==> config.mk <==
export PLATFORM = sky130hd
export DESIGN_NAME = shared_mem_arbiter
export DESIGN_NICKNAME = d
export VERILOG_FILES = /design/src/rtl/shared_mem_arbiter_pkg.sv /design/src/rtl/shared_mem_arbiter_priority_select.sv /design/src/rtl/shared_mem_arbiter.sv
export SDC_FILE = /design/constraint.sdc
export NUM_CORES = 1
export LEC_CHECK = 0
export ABC_AREA = 1
export CAP_MARGIN = 15
export CORE_AREA = 2 2 105 107
export CTS_BUF_LIST = sky130_fd_sc_hd__clkbuf_8 sky130_fd_sc_hd__clkbuf_16
export CTS_CLUSTER_SIZE = 30
export DETAILED_ROUTE_END_ITERATION = 6
export DIE_AREA = 0 0 107 109
export PLACE_DENSITY_LB_ADDON = 0.15
export SYNTH_ARGS = -nofsm -noshare
export SYNTH_HDL_FRONTEND = slang
export SYNTH_HIERARCHICAL = 1
export SYNTH_SLANG_ARGS = --single-unit
export TNS_END_PERCENT = 20
==> constraint.sdc <==
create_clock -name clock -period 3.3 [get_ports clock]
set_input_delay 0.825 -clock clock [delete_from_list [all_inputs] [get_ports clock]]
set_output_delay 0.825 -clock clock [all_outputs]
set_load 0.05 [all_outputs]
==> src/rtl/shared_mem_arbiter_pkg.sv <==
`default_nettype none
// ============================================================================
// Module      : shared_mem_arbiter_pkg
// Description : Shared types, port index names and a sizing helper for the
//               shared-memory arbiter.
// Revision    : 1.0 - initial release
// ============================================================================
package shared_mem_arbiter_pkg;

  // Access tracker: IDLE = nothing outstanding, BUSY = one access in flight
  typedef enum logic {
    ST_IDLE = 1'b0,
    ST_BUSY = 1'b1
  } arb_state_e;

  // Port index names used by the cpu top level
  localparam int PORT_FETCH = 0;
  localparam int PORT_DATA  = 1;

  // Bits needed to hold values 0..max_val, never less than one
  function automatic int cnt_width(input int max_val);
    return (max_val < 1) ? 1 : $clog2(max_val + 1);
  endfunction

endpackage
`default_nettype wire

==> src/rtl/shared_mem_arbiter_priority_select.sv <==
`default_nettype none
// ============================================================================
// Module      : arb_priority_select
// Description : Combinational grant picker. A starved requestor (lowest index
//               first) beats the fixed priority order; otherwise the highest
//               requesting index wins. No grant while the issue slot is shut.
// Revision    : 1.0 - initial release
// ============================================================================
module arb_priority_select #(
  parameter int NUM_PORTS = 2
) (
  input  logic [NUM_PORTS-1:0] req,
  input  logic [NUM_PORTS-1:0] starved,
  input  logic                 slot_open,
  output logic [NUM_PORTS-1:0] gnt
);

  logic found;

  // Pick exactly one winner among the requestors when a slot is open
  always_comb begin
    gnt   = '0;
    found = 1'b0;
    if (slot_open) begin
      for (int i = 0; i < NUM_PORTS; i++) begin
        if (!found && req[i] && starved[i]) begin
          gnt[i] = 1'b1;
          found  = 1'b1;
        end
      end
      for (int i = NUM_PORTS - 1; i >= 0; i--) begin
        if (!found && req[i]) begin
          gnt[i] = 1'b1;
          found  = 1'b1;
        end
      end
    end
  end

endmodule
`default_nettype wire

==> src/rtl/shared_mem_arbiter.sv <==
`default_nettype none
// ============================================================================
// Module      : shared_mem_arbiter
// Description : Puts NUM_PORTS requestors onto one single-port memory with a
//               fixed memory latency, one tracked access in flight, fixed
//               priority with a starvation override and per-port stalls.
// Revision    : 1.0 - initial release
// ============================================================================
module shared_mem_arbiter
  import shared_mem_arbiter_pkg::*;
#(
  parameter int DATA_W       = 32,
  parameter int ADDR_W       = 32,
  parameter int NUM_PORTS    = 2,
  parameter int MEM_LATENCY  = 1,
  parameter int STARVE_LIMIT = 4
) (
  input  logic                        clock,
  input  logic                        reset,
  input  logic [NUM_PORTS-1:0]        req,
  input  logic [NUM_PORTS-1:0]        we,
  input  logic [NUM_PORTS*ADDR_W-1:0] addr,
  input  logic [NUM_PORTS*DATA_W-1:0] wdata,
  output logic [NUM_PORTS-1:0]        gnt,
  output logic [NUM_PORTS-1:0]        stall,
  output logic [NUM_PORTS-1:0]        rvalid,
  output logic [DATA_W-1:0]           rdata,
  output logic                        mem_en,
  output logic                        mem_we,
  output logic [ADDR_W-1:0]           mem_addr,
  output logic [DATA_W-1:0]           mem_wdata,
  input  logic [DATA_W-1:0]           mem_rdata
);

  localparam int LAT_W = cnt_width(MEM_LATENCY);
  localparam int OWN_W = cnt_width(NUM_PORTS - 1);
  localparam int SW    = cnt_width(STARVE_LIMIT);

  arb_state_e           state;
  logic [LAT_W-1:0]     lat_cnt;
  logic [OWN_W-1:0]     owner;
  logic [SW-1:0]        starve_cnt [NUM_PORTS];
  logic [NUM_PORTS-1:0] starved;
  logic [OWN_W-1:0]     win_idx;
  logic                 completing;
  logic                 slot_open;
  logic                 issue;

  // The outstanding access finishes this cycle; reset abandons it
  assign completing = (state == ST_BUSY) && (lat_cnt == LAT_W'(MEM_LATENCY));
  assign slot_open  = !reset && ((state == ST_IDLE) || completing);
  assign issue      = |gnt;

  // Starvation mask; a zero limit never marks anyone as starved
  generate
    for (genvar i = 0; i < NUM_PORTS; i++) begin : g_starved
      assign starved[i] = (STARVE_LIMIT > 0) && (starve_cnt[i] == SW'(STARVE_LIMIT));
    end
  endgenerate

  arb_priority_select #(
    .NUM_PORTS (NUM_PORTS)
  ) u_select (
    .req       (req),
    .starved   (starved),
    .slot_open (slot_open),
    .gnt       (gnt)
  );

  // Route the winner's request onto the memory bus; idle bus is all zero
  always_comb begin
    win_idx   = '0;
    mem_we    = 1'b0;
    mem_addr  = '0;
    mem_wdata = '0;
    for (int i = 0; i < NUM_PORTS; i++) begin
      if (gnt[i]) begin
        win_idx   = OWN_W'(i);
        mem_we    = we[i];
        mem_addr  = addr[i*ADDR_W +: ADDR_W];
        mem_wdata = wdata[i*DATA_W +: DATA_W];
      end
    end
  end

  assign mem_en = issue;
  assign stall  = reset ? '0 : (req & ~gnt);
  assign rdata  = completing && !reset ? mem_rdata : '0;

  // Completion pulse goes only to the port that owns the access
  generate
    for (genvar i = 0; i < NUM_PORTS; i++) begin : g_rvalid
      assign rvalid[i] = completing && !reset && (owner == OWN_W'(i));
    end
  endgenerate

  // Access tracker: issue starts/restarts the latency count, completion frees it
  always_ff @(posedge clock) begin
    if (reset) begin
      state   <= ST_IDLE;
      lat_cnt <= '0;
      owner   <= '0;
    end else if (issue) begin
      state   <= ST_BUSY;
      lat_cnt <= LAT_W'(1);
      owner   <= win_idx;
    end else if (completing) begin
      state   <= ST_IDLE;
      lat_cnt <= '0;
    end else if (state == ST_BUSY) begin
      lat_cnt <= lat_cnt + LAT_W'(1);
    end
  end

  // Per-port denial counters; waiting on memory latency does not count
  generate
    for (genvar i = 0; i < NUM_PORTS; i++) begin : g_starve_cnt
      always_ff @(posedge clock) begin
        if (reset) begin
          starve_cnt[i] <= '0;
        end else if (!req[i] || gnt[i]) begin
          starve_cnt[i] <= '0;
        end else if (slot_open && (starve_cnt[i] != SW'(STARVE_LIMIT))) begin
          starve_cnt[i] <= starve_cnt[i] + SW'(1);
        end
      end
    end
  endgenerate

endmodule
`default_nettype wire

Word level (Yosys, flattened, before mapping)
Memory sizes are Yosys's and may differ from the RTL's.
Index checks and enable logic that the tools add are counted.

cells by class
  multipliers = 0
  bitwise operators = 8
  add/sub/neg operators = 3
  equal/unequal tests = 4
  reduce and logical (&&, ||, !) cells = 24
  $lt $le $gt $ge = 0
  muxes and demuxes = 44
  shifts and indexed selects = 0
  div/mod/pow operators = 0

operator list
  operator                                      number
  2-to-1 mux 32 bit                             5
  2-to-1 mux 1 bit                              33
  logical AND 1 bit                             12
  2-to-1 mux 3 bit                              4
  adder 3 x 1 -> 3 bit (second input constant)  2
  equality test 3 bit (second input constant)   2
  logical NOT 1 bit                             6
  != test 3 bit (second input constant)         2
  2-to-1 mux 2 bit                              2
  OR 1 bit                                      4
  logical OR 1 bit                              3
  nonzero test 3 bit                            1
  AND 2 bit                                     1
  inverter 1 bit                                2
  inverter 2 bit                                1
  nonzero test 2 bit                            1
  OR reduction 2 bit                            1
  adder 1 bit (second input constant)           1

storage, ports and cells
  memories kept = 1
  word-level logic and storage cells = 87
  RAM bits = 6
  latch bits = 0
  bits of input ports = 166
  register bits after elaboration = 3
  memory bits (read-only) = 0
  output and inout port bits = 104

memories
  memory      words  bits a word  read ports  clocked after Yosys merged registers in  write ports  line                      source
  starve_cnt  2      3            2           0                                        2            shared_mem_arbiter.sv:42  logic [SW-1:0] starve_cnt [NUM_PORTS];

Depth between registers and ports, before layout
  word-level depth = 23
  gate-level depth with buffers = 12
  mapped depth without buffers = 11

Cells and area by module
The synthesis kept the hierarchy.

by module, submodules not included
  module               area an instance (sq um)  instances  seq. area each (sq um)  cells an instance
  shared_mem_arbiter   1,604.0                   1          240.2                   339
  arb_priority_select  21.3                      1          0.0                     5

Worst setup path before layout
No wires, ideal clock.

  path kind = input to output
  start = input port reset
  end = output port mem_addr[0]
  stages on the path = 9
  data required time = 2.475 ns
  arrival time = 2.872 ns
  path buffers = 2
  slack = -0.397 ns
  cell sequence = nor2_1 -> nand2_1 -> a21oi_1 -> inv_1 -> nor2_4 -> buf_6 -> buf_6 -> nand2_1 -> nand2_1

on the way
  word-level cells in the longest chain between the ends = 5

ends and longest elaborated chain
  element                         line                                      source
  start, declared                 shared_mem_arbiter.sv:19                  input logic reset,
  logical NOT 1 bit               shared_mem_arbiter.sv:51                  assign slot_open = !reset && ((state == ST_IDLE) || completing);
  logical AND 1 bit               shared_mem_arbiter.sv:51
  2-to-1 mux 2 bit                shared_mem_arbiter_priority_select.sv:24  if (slot_open) begin
  named net gnt[0]                shared_mem_arbiter.sv:24                  output logic [NUM_PORTS-1:0] gnt,
  2-to-1 mux 32 bit (2 in a row)  shared_mem_arbiter.sv:77                  if (gnt[i]) begin
  end, declared                   shared_mem_arbiter.sv:30                  output logic [ADDR_W-1:0] mem_addr,

The timed path passes the listed nets, and every way through them passes these cells.

Worst setup path in the final report
  start = input port req[0]
  end = output port mem_addr[17]

on the way
  word-level cells in the longest chain between the ends = 18
  elaborated cells on any way between the ends = 20
  those cells by class = mux: 12; reduce/logical: 8

ends and longest elaborated chain
  element                         line                                      source
  start, declared                 shared_mem_arbiter.sv:20                  input logic [NUM_PORTS-1:0] req,
  logical AND 1 bit               shared_mem_arbiter_priority_select.sv:26  if (!found && req[i] && starved[i]) begin
  2-to-1 mux 1 bit                shared_mem_arbiter_priority_select.sv:26
  2-to-1 mux 1 bit                shared_mem_arbiter_priority_select.sv:24
  logical NOT 1 bit               shared_mem_arbiter_priority_select.sv:26
  logical AND 1 bit (2 in a row)  shared_mem_arbiter_priority_select.sv:26
  2-to-1 mux 1 bit                shared_mem_arbiter_priority_select.sv:26
  2-to-1 mux 1 bit                shared_mem_arbiter_priority_select.sv:24
  logical NOT 1 bit               shared_mem_arbiter_priority_select.sv:32  if (!found && req[i]) begin
  logical AND 1 bit               shared_mem_arbiter_priority_select.sv:32
  2-to-1 mux 1 bit                shared_mem_arbiter_priority_select.sv:32
  2-to-1 mux 1 bit                shared_mem_arbiter_priority_select.sv:24
  logical NOT 1 bit               shared_mem_arbiter_priority_select.sv:32
  logical AND 1 bit               shared_mem_arbiter_priority_select.sv:32
  2-to-1 mux 1 bit                shared_mem_arbiter_priority_select.sv:32
  2-to-1 mux 2 bit *              shared_mem_arbiter_priority_select.sv:24
  2-to-1 mux 32 bit               shared_mem_arbiter.sv:77
  2-to-1 mux 32 bit *             shared_mem_arbiter.sv:77

Every way passes the cells marked *; elsewhere a longest branch is shown, timed or not. The select of a mux whose other input is x is not followed.

==> results.yml <==
outcome:
  status: "finished, final reports clean"
floorplan:
  coreArea_um2: 10600
  fp.dieH_um: 109
  row_count: 38
  start_util_pct: 13.8
  die_w_um: 107
  dieArea_um2: 11700
  io_pins: 270
timing:
  maxSlewViolCount: 0
  layout_setup_ws_ns: 0.0793
  fin_crit_sh_pct: 97.6
  hold_viol: 0
  fmax_mhz: 310
  post-route-min-period_ns: 3.22
  worstMarginPinSlew_ns: 0.324
  slew_headroom_pct: 78.4
  finalClockSkew_ns: 0.00381
  setup_viol: 0
  rsz0062_at_grt: "no"
place:
  place.gp.congestion: 0.740
  post-place-ws_ns: -0.0342
  io_buffers: 269
  dp_hpwl_um: 8330
pwr:
  power.density_nw_per_um2: 217
  ir_drop_mv: 0.102
  power_mw: 1.24
  power.switching_fraction_pct: 43.2
  p_sw_uw: 536
  combinationalPowerShare_pct: 82.8
  clockPowerShare_pct: 9.6
  intPower_uw: 706
  leakage_nw: 2.71
  pwr-share-seq_pct: 7.7
global_routing:
  grt_max_degree: 66
  grt_pass1_wl_um: 13800
  grt_overflow: 0
  antenna_found_initial: 0
  grt_usage_pct: 14.9
  grt_pass1_vias: 2697
routing:
  dr.pass1.iters: 4
  drc: 0
  vias: 2915
  via_per_inst: 3.89
  postRouteAntennaNets: 0
  totalWireLength_um: 11000
  wl_per_cell_um: 14.6
  first_iter_violations: 108
critical_path:
  r2r_start: "starve_cnt[0][0]"
  cp_common_cell: "buf_12"
  crit_buf_inv: 6
  critPathTopFamily: "buffers and inverters"
  crit_arrival_ns: 2.40
  path_cells: "clkdlybuf4s50_1 > buf_4 > a21oi_4 > buf_12 > nor2_4 > buf_12 > clkbuf_16 > nand2_1 > nand2_2 > buf_12"
  crit_start: "req[0]"
  cp.required_ns: 2.47
  critical_path_class: "input pin to output pin"
  start_kind: "input pin"
  worstSetupEndpointType: "output pin"
  worst-path-max-fanout: 8
  slowest_delay_ns: 0.50
  cpMaxStageDelayCell: "clkdlybuf4s50_1"
synth:
  synthCells: 327
  syn_avg_cell_area_um2: 4.46
  syn_area_um2: 1460
  yosysWarnings: 6
  mappedNetlistNets: 495
finish:
  post-route-util_pct: 54.0
  area_growth_pct: 293
  nNetsFinal: 779
  antenna_cells: 0
  drive_gt1_share_pct: 26.6
job:
  maxCapViolCount: 0
clocking:
  cts_sinks: 6
  clock_latency_ns: 0.23
  htreeDepth: 1
  numCtsBuffers: 3
  cts_root_buf: "clkbuf_8"
  tritoncts: "built"
  cts_hold_buf: 0
  path_clk_slew_ns: 0.04
  cts_buffer_depth: 2
worst_hold_path:
  worstHoldPathType: "register to register"
  hold_start: "lat_cnt"
power groups by stage:
stage                     Clock, mW  Sequential [mW]  Combinational [mW]
after global placement            0           0.0958               0.970
after global routing          0.127           0.0963                1.08
after detailed placement          0           0.0966               0.977
after floorplan                   0           0.0947               0.395
after CTS                     0.122           0.0954               0.984
final                         0.119           0.0952                1.03
layout by cell type (no fill, tap or decap):
cell type,count
nand3_1,1
buf_4,16
inv_2,1
buf_6,2
nand2_1,185
nor2_1,43
ha_1,2
nor2_4,1
dlygate4sd2_1,1
nand3_2,1
a21oi_1,1
nand2_2,21
buf_12,109
clkdlybuf4s50_1,163
inv_1,44
clkbuf_16,5
dfxtp_1,3
nor2_2,1
edfxtp_1,3
dlymetal6s2s_1,1
xnor2_1,1
clkbuf_8,3
a21oi_4,2
cell type report:
cell class	instances	area (um^2)
clock buffer	3	41.3
clock inverter	1	3.75
timing repair buffer	297	4100
multi-input combinational	259	1090
fill	966	4870
sequential	6	150
tap	140	175
inverter	44	165
what timing repair did:
action	4_1_cts	5_1_grt
pin swaps	0	3
endpoints found under the setup margin	12	65
cloned	0	8
resized for setup	12	15
setup buffers	0	4
state kept, by name (all words and copies together) (netlist names):
signal / cells
owner: 1
state: 1
starve_cnt: 3
lat_cnt: 1
stage by stage:
stage | hold WS (ns) | setup TNS (ns) | cell area [um^2] | instances
2_1_floorplan | 0.481 | 0 | 1470 | 327
3_3_place_gp | 0.495 | -0.00262 | 5410 | 734
3_5_place_dp | 0.505 | -0.126 | 5410 | 734
4_1_cts | 0.513 | -0.00343 | 5480 | 738
5_1_grt | 0.549 | 0 | 5730 | 750
6_report | 0.511 | 0 | 5730 | 750
final timing paths:
path	endpoint	slack, ns	cells past startpoint
worst max register to register	starve_cnt[0][1]	1.29	12
worst max-delay path	mem_addr[17]	0.08	10
worst min register to register	lat_cnt	0.51	2
worst min-delay path	lat_cnt	0.51	2
layer usage:
metal,part of all wire (%),up-vias,GRT usage (%),wire length [um]
li1,-,1499,-,-
met1,35,1238,15.9,3810
met2,54,170,29.0,5910
met3,10,8,4.72,1110
met4,1.3,0,2.69,142
met5,0,-,0,0
worst register-to-register path: stages, from the launching register on:
cell and delay, ns:
edfxtp_1 0.37, inv_1 0.05, ha_1 0.18, nand2_1 0.05
inv_1 0.08, inv_1 0.11, a21oi_4 0.06, inv_2 0.08
buf_4 0.11, nand2_1 0.04, nor2_1 0.24, nand2_1 0.16
nand2_1 0.16
No activity file was read; power rests on OpenSTA's default activity.
